`src/rtl/lsu_pkg.sv`:
```
// Shared definitions for the load/store bus master: size codes, FSM states, lane helpers.
// Pure declarations; no timing or flow-control behaviour of its own.
package lsu_pkg;

   localparam logic [1:0] SZ_B = 2'd0;
   localparam logic [1:0] SZ_H = 2'd1;
   localparam logic [1:0] SZ_W = 2'd2;
   localparam logic [1:0] SZ_D = 2'd3;

   typedef enum logic [1:0] {
      ST_IDLE = 2'd0,
      ST_BUS  = 2'd1,
      ST_RESP = 2'd2
   } state_t;

   typedef struct packed {
      logic       we;
      logic [1:0] size;
      logic       uns;
   } req_ctl_t;

   function automatic logic [7:0] be_mask(input logic [1:0] size);
      case (size)
         SZ_B:    be_mask = 8'h01;
         SZ_H:    be_mask = 8'h03;
         SZ_W:    be_mask = 8'h0F;
         default: be_mask = 8'hFF;
      endcase
   endfunction

   function automatic logic misaligned(input logic [1:0] size, input logic [2:0] lo);
      case (size)
         SZ_B:    misaligned = 1'b0;
         SZ_H:    misaligned = lo[0];
         SZ_W:    misaligned = (lo[1:0] != 2'b00);
         default: misaligned = (lo != 3'b000);
      endcase
   endfunction

endpackage

```
`src/rtl/lsu_load_align.sv`:
```
// Combinational load alignment: shift the bus word down to the addressed lane, then
// truncate to the access size and sign/zero-extend; zero latency, no flow control.
module lsu_load_align
   import lsu_pkg::*;
#(
   parameter int DATA_W = 32
) (
   input  logic [DATA_W-1:0]           i_data,
   input  logic [$clog2(DATA_W/8)-1:0] i_lane,
   input  logic [1:0]                  i_size,
   input  logic                        i_unsigned,
   output logic [DATA_W-1:0]           o_data
);

   logic [DATA_W-1:0] w_shifted;
   logic [DATA_W-1:0] w_keep;
   logic              w_sign;

   assign w_shifted = i_data >> {i_lane, 3'b000};

   always_comb begin
      w_keep = '1;
      w_sign = 1'b0;
      case (i_size)
         SZ_B: begin
            w_keep = DATA_W'(8'hFF);
            w_sign = w_shifted[7];
         end
         SZ_H: begin
            w_keep = DATA_W'(16'hFFFF);
            w_sign = w_shifted[15];
         end
         SZ_W: begin
            w_keep = DATA_W'(32'hFFFF_FFFF);
            w_sign = w_shifted[31];
         end
         default: begin
            w_keep = '1;
            w_sign = 1'b0;
         end
      endcase
   end

   // A full-width word leaves ~w_keep at zero, so it passes through untouched.
   assign o_data = (w_shifted & w_keep) | ((w_sign && !i_unsigned) ? ~w_keep : '0);

endmodule

```
`src/rtl/lsu_bus_master.sv`:
```
// Load/store unit driving the bus bridge with byte enables, lane replication and timeout.
// Latency 2 + wait states (1 for misaligned); req_ready only in IDLE, one request in flight.
module lsu_bus_master
   import lsu_pkg::*;
#(
   parameter int ADDR_W  = 32,
   parameter int DATA_W  = 32,
   parameter int TIMEOUT = 15
) (
   input  logic                cpu_clk,
   input  logic                cpu_rst,
   input  logic                req_valid,
   output logic                req_ready,
   input  logic                req_we,
   input  logic [1:0]          req_size,
   input  logic                req_unsigned,
   input  logic [ADDR_W-1:0]   req_addr,
   input  logic [DATA_W-1:0]   req_wdata,
   output logic                resp_valid,
   output logic [DATA_W-1:0]   resp_rdata,
   output logic                resp_err,
   output logic                busy,
   output logic                Bus_req,
   output logic [ADDR_W-1:0]   Bus_addr,
   output logic                Bus_wen,
   output logic [DATA_W/8-1:0] Bus_be,
   output logic [DATA_W-1:0]   Bus_wdata,
   input  logic                Bus_ack,
   input  logic [DATA_W-1:0]   Bus_rdata
);

   localparam int BE_W  = DATA_W / 8;
   localparam int LN_W  = $clog2(BE_W);
   localparam int CNT_W = (TIMEOUT > 1) ? $clog2(TIMEOUT) : 1;
   localparam logic [CNT_W-1:0] CNT_LAST = CNT_W'((TIMEOUT > 0) ? TIMEOUT - 1 : 0);

   state_t            r_state;
   state_t            w_next;
   req_ctl_t          r_ctl;
   logic [ADDR_W-1:0] r_addr;
   logic [LN_W-1:0]   r_lane;
   logic [BE_W-1:0]   r_be;
   logic [DATA_W-1:0] r_wdata;
   logic [DATA_W-1:0] r_rdata;
   logic              r_err;
   logic [CNT_W-1:0]  r_cnt;

   logic [LN_W-1:0]   w_lane;
   logic [7:0]        w_mask8;
   logic [BE_W-1:0]   w_be;
   logic [DATA_W-1:0] w_wdata;
   logic              w_bad;
   logic              w_timeout;
   logic [DATA_W-1:0] w_ld;

   assign w_lane    = req_addr[LN_W-1:0];
   assign w_mask8   = be_mask(req_size);
   assign w_be      = BE_W'(w_mask8) << w_lane;
   assign w_bad     = misaligned(req_size, req_addr[2:0]) || ((DATA_W == 32) && (req_size == SZ_D));
   assign w_timeout = (TIMEOUT != 0) && (r_cnt == CNT_LAST);

   always_comb begin
      w_wdata = req_wdata;
      case (req_size)
         SZ_B:    w_wdata = {BE_W{req_wdata[7:0]}};
         SZ_H:    w_wdata = {(DATA_W/16){req_wdata[15:0]}};
         SZ_W:    w_wdata = {(DATA_W/32){req_wdata[31:0]}};
         default: w_wdata = req_wdata;
      endcase
   end

   lsu_load_align #(.DATA_W(DATA_W)) u_align (
      .i_data     (r_rdata),
      .i_lane     (r_lane),
      .i_size     (r_ctl.size),
      .i_unsigned (r_ctl.uns),
      .o_data     (w_ld)
   );

   always_ff @(posedge cpu_clk or negedge cpu_rst) begin
      if (!cpu_rst) begin
         r_state <= ST_IDLE;
         r_ctl   <= '0;
         r_addr  <= '0;
         r_lane  <= '0;
         r_be    <= '0;
         r_wdata <= '0;
         r_rdata <= '0;
         r_err   <= 1'b0;
         r_cnt   <= '0;
      end else begin
         r_state <= w_next;
         case (r_state)
            ST_IDLE: begin
               if (req_valid) begin
                  r_ctl   <= '{we: req_we, size: req_size, uns: req_unsigned};
                  r_addr  <= {req_addr[ADDR_W-1:LN_W], {LN_W{1'b0}}};
                  r_lane  <= w_lane;
                  r_be    <= w_be;
                  r_wdata <= w_wdata;
                  r_err   <= w_bad;
                  r_rdata <= '0;
                  r_cnt   <= '0;
               end
            end
            ST_BUS: begin
               r_cnt <= r_cnt + CNT_W'(1);
               // Ack beats a timeout landing in the same cycle.
               if (Bus_ack) begin
                  r_rdata <= Bus_rdata;
                  r_err   <= 1'b0;
               end else if (w_timeout) begin
                  r_err <= 1'b1;
               end
            end
            default: ;
         endcase
      end
   end

   always_comb begin
      w_next     = r_state;
      req_ready  = 1'b0;
      busy       = 1'b1;
      resp_valid = 1'b0;
      resp_err   = 1'b0;
      resp_rdata = '0;
      Bus_req    = 1'b0;
      Bus_wen    = 1'b0;
      Bus_addr   = '0;
      Bus_be     = '0;
      Bus_wdata  = '0;
      case (r_state)
         ST_IDLE: begin
            req_ready = 1'b1;
            busy      = 1'b0;
            if (req_valid) w_next = w_bad ? ST_RESP : ST_BUS;
         end
         ST_BUS: begin
            Bus_req   = 1'b1;
            Bus_wen   = r_ctl.we;
            Bus_addr  = r_addr;
            Bus_be    = r_be;
            Bus_wdata = r_wdata;
            if (Bus_ack || w_timeout) w_next = ST_RESP;
         end
         ST_RESP: begin
            resp_valid = 1'b1;
            resp_err   = r_err;
            resp_rdata = (!r_ctl.we && !r_err) ? w_ld : '0;
            w_next     = ST_IDLE;
         end
         default: w_next = ST_IDLE;
      endcase
   end

endmodule

```
`config.mk`:
```
export PLATFORM = sky130hd
export DESIGN_NAME = lsu_bus_master
export DESIGN_NICKNAME = d
export VERILOG_FILES = /design/src/rtl/lsu_pkg.sv /design/src/rtl/lsu_load_align.sv /design/src/rtl/lsu_bus_master.sv
export SDC_FILE = /design/constraint.sdc
export NUM_CORES = 1
export LEC_CHECK = 0
export ABC_CLOCK_PERIOD_IN_PS = 5700
export CAP_MARGIN = 20
export CORE_ASPECT_RATIO = 2
export CORE_MARGIN = 2
export CORE_UTILIZATION = 49
export DETAILED_ROUTE_END_ITERATION = 7
export GPL_ROUTABILITY_DRIVEN = 0
export GPL_TIMING_DRIVEN = 0
export PLACE_DENSITY = 0.86
export SLEW_MARGIN = 5
export SYNTH_ARGS = -nofsm -noshare
export SYNTH_HDL_FRONTEND = slang
export SYNTH_SLANG_ARGS = --single-unit
```
`constraint.sdc`:
```
create_clock -name cpu_clk -period 5.7 [get_ports cpu_clk]
set_clock_uncertainty 0.15 [all_clocks]
set_input_delay 1.14 -clock cpu_clk [delete_from_list [all_inputs] [get_ports cpu_clk]]
set_output_delay 1.14 -clock cpu_clk [all_outputs]
set_load 0.01 [all_outputs]
```
==> flow_summary.ini <==
[worst_setup_path]
start_kind = register
critical-path-top-delay-family = buffers and inverters
path_buf_inv = 4
cp_cell_sequence = buf_2 -> mux2i_1 -> and3_1 -> clkbuf_1 -> clkbuf_1 -> nor4_2 -> clkdlybuf4s50_1
worstPathMaxFanout = 10
path_class = register to output pin
crit_top_cell = clkbuf_1
worstPathArrival_ns = 3.03
slowest_stage = clkbuf_1
worstSetupEndpointType = output pin
cp.required_ns = 4.41
slowest_delay_ns = 0.66

[clock_tree]
hold_buffers = 0
numCtsBuffers = 9
clkLatencyLatePin_ns = 0.34
h-tree-depth = 3
path_clk_slew_ns = 0.07
cts_tree = built
cts_resized = 0
cts_setup_buffers = 0
cts-root-buf = clkbuf_16
cts_max_path_buffers = 2
cts.sinks = 111

[placed_design]
placed_area_mm2 = 0.00819
portBuffers = 206
detailed_place_hpwl_mm = 14.6

[route]
drc_errors = 0
ant_nets = 0
drtIter0Drc = 265
vias = 5598
avgRoutedWirePerCell_um = 18.9
routed_wl_mm = 18.8
vias_per_cell = 5.63
dr.pass1.iters = 7

[final_layout]
area_delta_synth_final_pct = 43.1
antennaDiodeCount = 0
filler_cell_count = 884
nets = 950
multi_input_area_mm2 = 0.00289
design_area_mm2 = 0.00848
drive_gt1_share_pct = 7.07
ff_latch_area_mm2 = 0.00278

[timing]
max_freq_mhz = 232
period_minus_slack_ns = 4.32
period_share_pct = 75.7
hold-worst-slack_ns = 0.317
fin_tns_setup_ns = 0
rsz0062_at_grt = no
hold_viol = 0
report.final.slew_viol_count = 0
setup_violations = 0
worst_pin_slew_ns = 0.887
slew_headroom_pct = 40.7

[floorplan]
core-area_mm2 = 0.0118
fp.dieH_um = 159
rows = 56
start_util_pct = 50.3
ioPinCount = 210
die_w_um = 81.7
dieArea_mm2 = 0.0130

[job]
max-cap-violations = 0

[grt]
grt_overflow_total = 0
track_usage_pct = 29.1
antenna_found_initial = 0
grt_pass1_vias = 5823
grt_first_pass_wirelength_mm = 29.3
grt_max_degree = 57

[synthesis]
synthArstFlopShare_pct = 100
synth_most_common_cell = nand2_1
synth-seq-cells = 111
yosysTopAreaCellShare_pct = 46.9
ys_types = 49
synth_edf_count = 0
ys.flop_type = dfrtp_1
synth.area.top_cells = dfrtp_1 47%, nand2_1 10%, and2_1 7.3%
syn_inst = 625
ys_seq_area_share_pct = 46.9
synth_top_area_cell = dfrtp_1
synthesis.area_mm2 = 0.00592
yosysWarnings = 0
avgSynthCellArea_um2 = 9.48
synth_top_cells_by_count = 160 x nand2_1, 111 x dfrtp_1, 69 x and2_1, 42 x mux2i_1

[min_path]
hold_path_class = register to register

[power]
leakage_nw = 3.73
powerDensity_mw_per_mm2 = 357
switching_share_pct = 37.2
clockPowerShare_pct = 20.0
comb_power_share_pct = 40.1
power_mw = 3.03
peakVddDrop_uv = 214
power_frac_seq_pct = 39.9
intPower_mw = 1.90
p_switching_mw = 1.13

[status]
status = finished clean
final timing paths:
path                                             start                      end  slack (ns)  cells past startpoint
worst min register to register  r_addr[20]$_DFFE_PN0P_   r_addr[20]$_DFFE_PN0P_        0.32                      2
worst min-delay path            r_addr[20]$_DFFE_PN0P_   r_addr[20]$_DFFE_PN0P_        0.32                      2
worst max register to register  r_state[1]$_DFFE_PN0P_    r_lane[1]$_DFFE_PN0P_        3.32                      7
max in group asynchronous                      cpu_rst    r_addr[4]$_DFFE_PN0P_        3.98                      2
worst max-delay path             r_lane[1]$_DFFE_PN0P_           resp_rdata[29]        1.38                      7
min in group asynchronous                      cpu_rst  r_rdata[14]$_DFFE_PN0P_        0.68                      1
worst reg2reg max path: stages, from the launching register on:
cell      delay [ns]
dfrtp_1         0.36
clkbuf_2        0.16
nor3b_1         0.30
buf_2           0.33
clkbuf_1        0.40
buf_1           0.44
nand2_1         0.12
nand2_1         0.07
routing by layer:
metal  global-route usage, %  wire length (µm)  vias up
met5                       0                 0        -
met4                    14.1               854        0
met3                    6.07              1150       52
met2                    53.6             10400      251
met1                    29.4              6420     2726
li1                        -                 -     2569
per-stage QoR:
step | instances | utilization [%] | worst slack, ns
final | 994 | 72.0 | 1.38
after global routing | 994 | 72.0 | 1.14
after CTS | 994 | 72.0 | 1.43
after detailed placement | 978 | 69.6 | 1.80
after global placement | 977 | 69.4 | -0.739
after floorplan | 626 | - | 2.39
kinds of logic after synthesis:
| logic type | Yosys count | share of synthesized area, % |
|---|---|---|
| multiplexers | 58 | 10.1 |
| buffers and inverters | 58 | 4.31 |
| other | 1 | 0.0633 |
| AND/OR/NAND/NOR | 289 | 24.9 |
| XOR/XNOR | 1 | 0.148 |
| AO/OA/AOI/OAI | 105 | 13.1 |
| adder cells (fa/ha/maj) | 2 | 0.422 |
| flip-flops | 111 | 46.9 |
area by class of cell:
| cell class | instances | share of cell area (%) |
|---|---|---|
| timing repair buffer | 207 | 24.6 |
| clock buffer | 10 | 2.70 |
| sequential | 111 | 32.8 |
| buffer | 53 | 2.79 |
| inverter | 5 | 0.221 |
| clock inverter | 6 | 0.620 |
| multi-input combinational | 457 | 34.1 |
| tap | 145 | 2.14 |
layout by cell type, fill, tap and decap left out, drive strengths merged, types with 7 or more instances in the layout:
cell and count:
clkdlybuf4s50 205, nand2 160, dfrtp 111, and2 69, clkbuf 49, mux2i 42
o21ai 38, a22o 32, mux2 16, buf 16, nor2 14, nor3 10
a211oi 9, nor4b 8, a21boi 7, a221oi 7, nor4 7, inv 7
power by group through the flow:
stage / Combinational [mW] / Clock (mW) / Sequential (mW)
after floorplan: 0.743 / 0 / 1.15
after global placement: 1.16 / 0 / 1.20
after detailed placement: 1.20 / 0 / 1.22
after CTS: 1.21 / 0.611 / 1.20
after global routing: 1.32 / 0.643 / 1.23
final: 1.21 / 0.606 / 1.21
sequential cells by signal (all words and copies together) (netlist names):
name / count
r_cnt: 4
r_ctl: 4
r_wdata: 32
r_lane: 2
r_rdata: 32
r_state: 2
r_err: 1
r_addr: 30
r_be: 4
No activity file was read; power rests on OpenSTA's default activity.
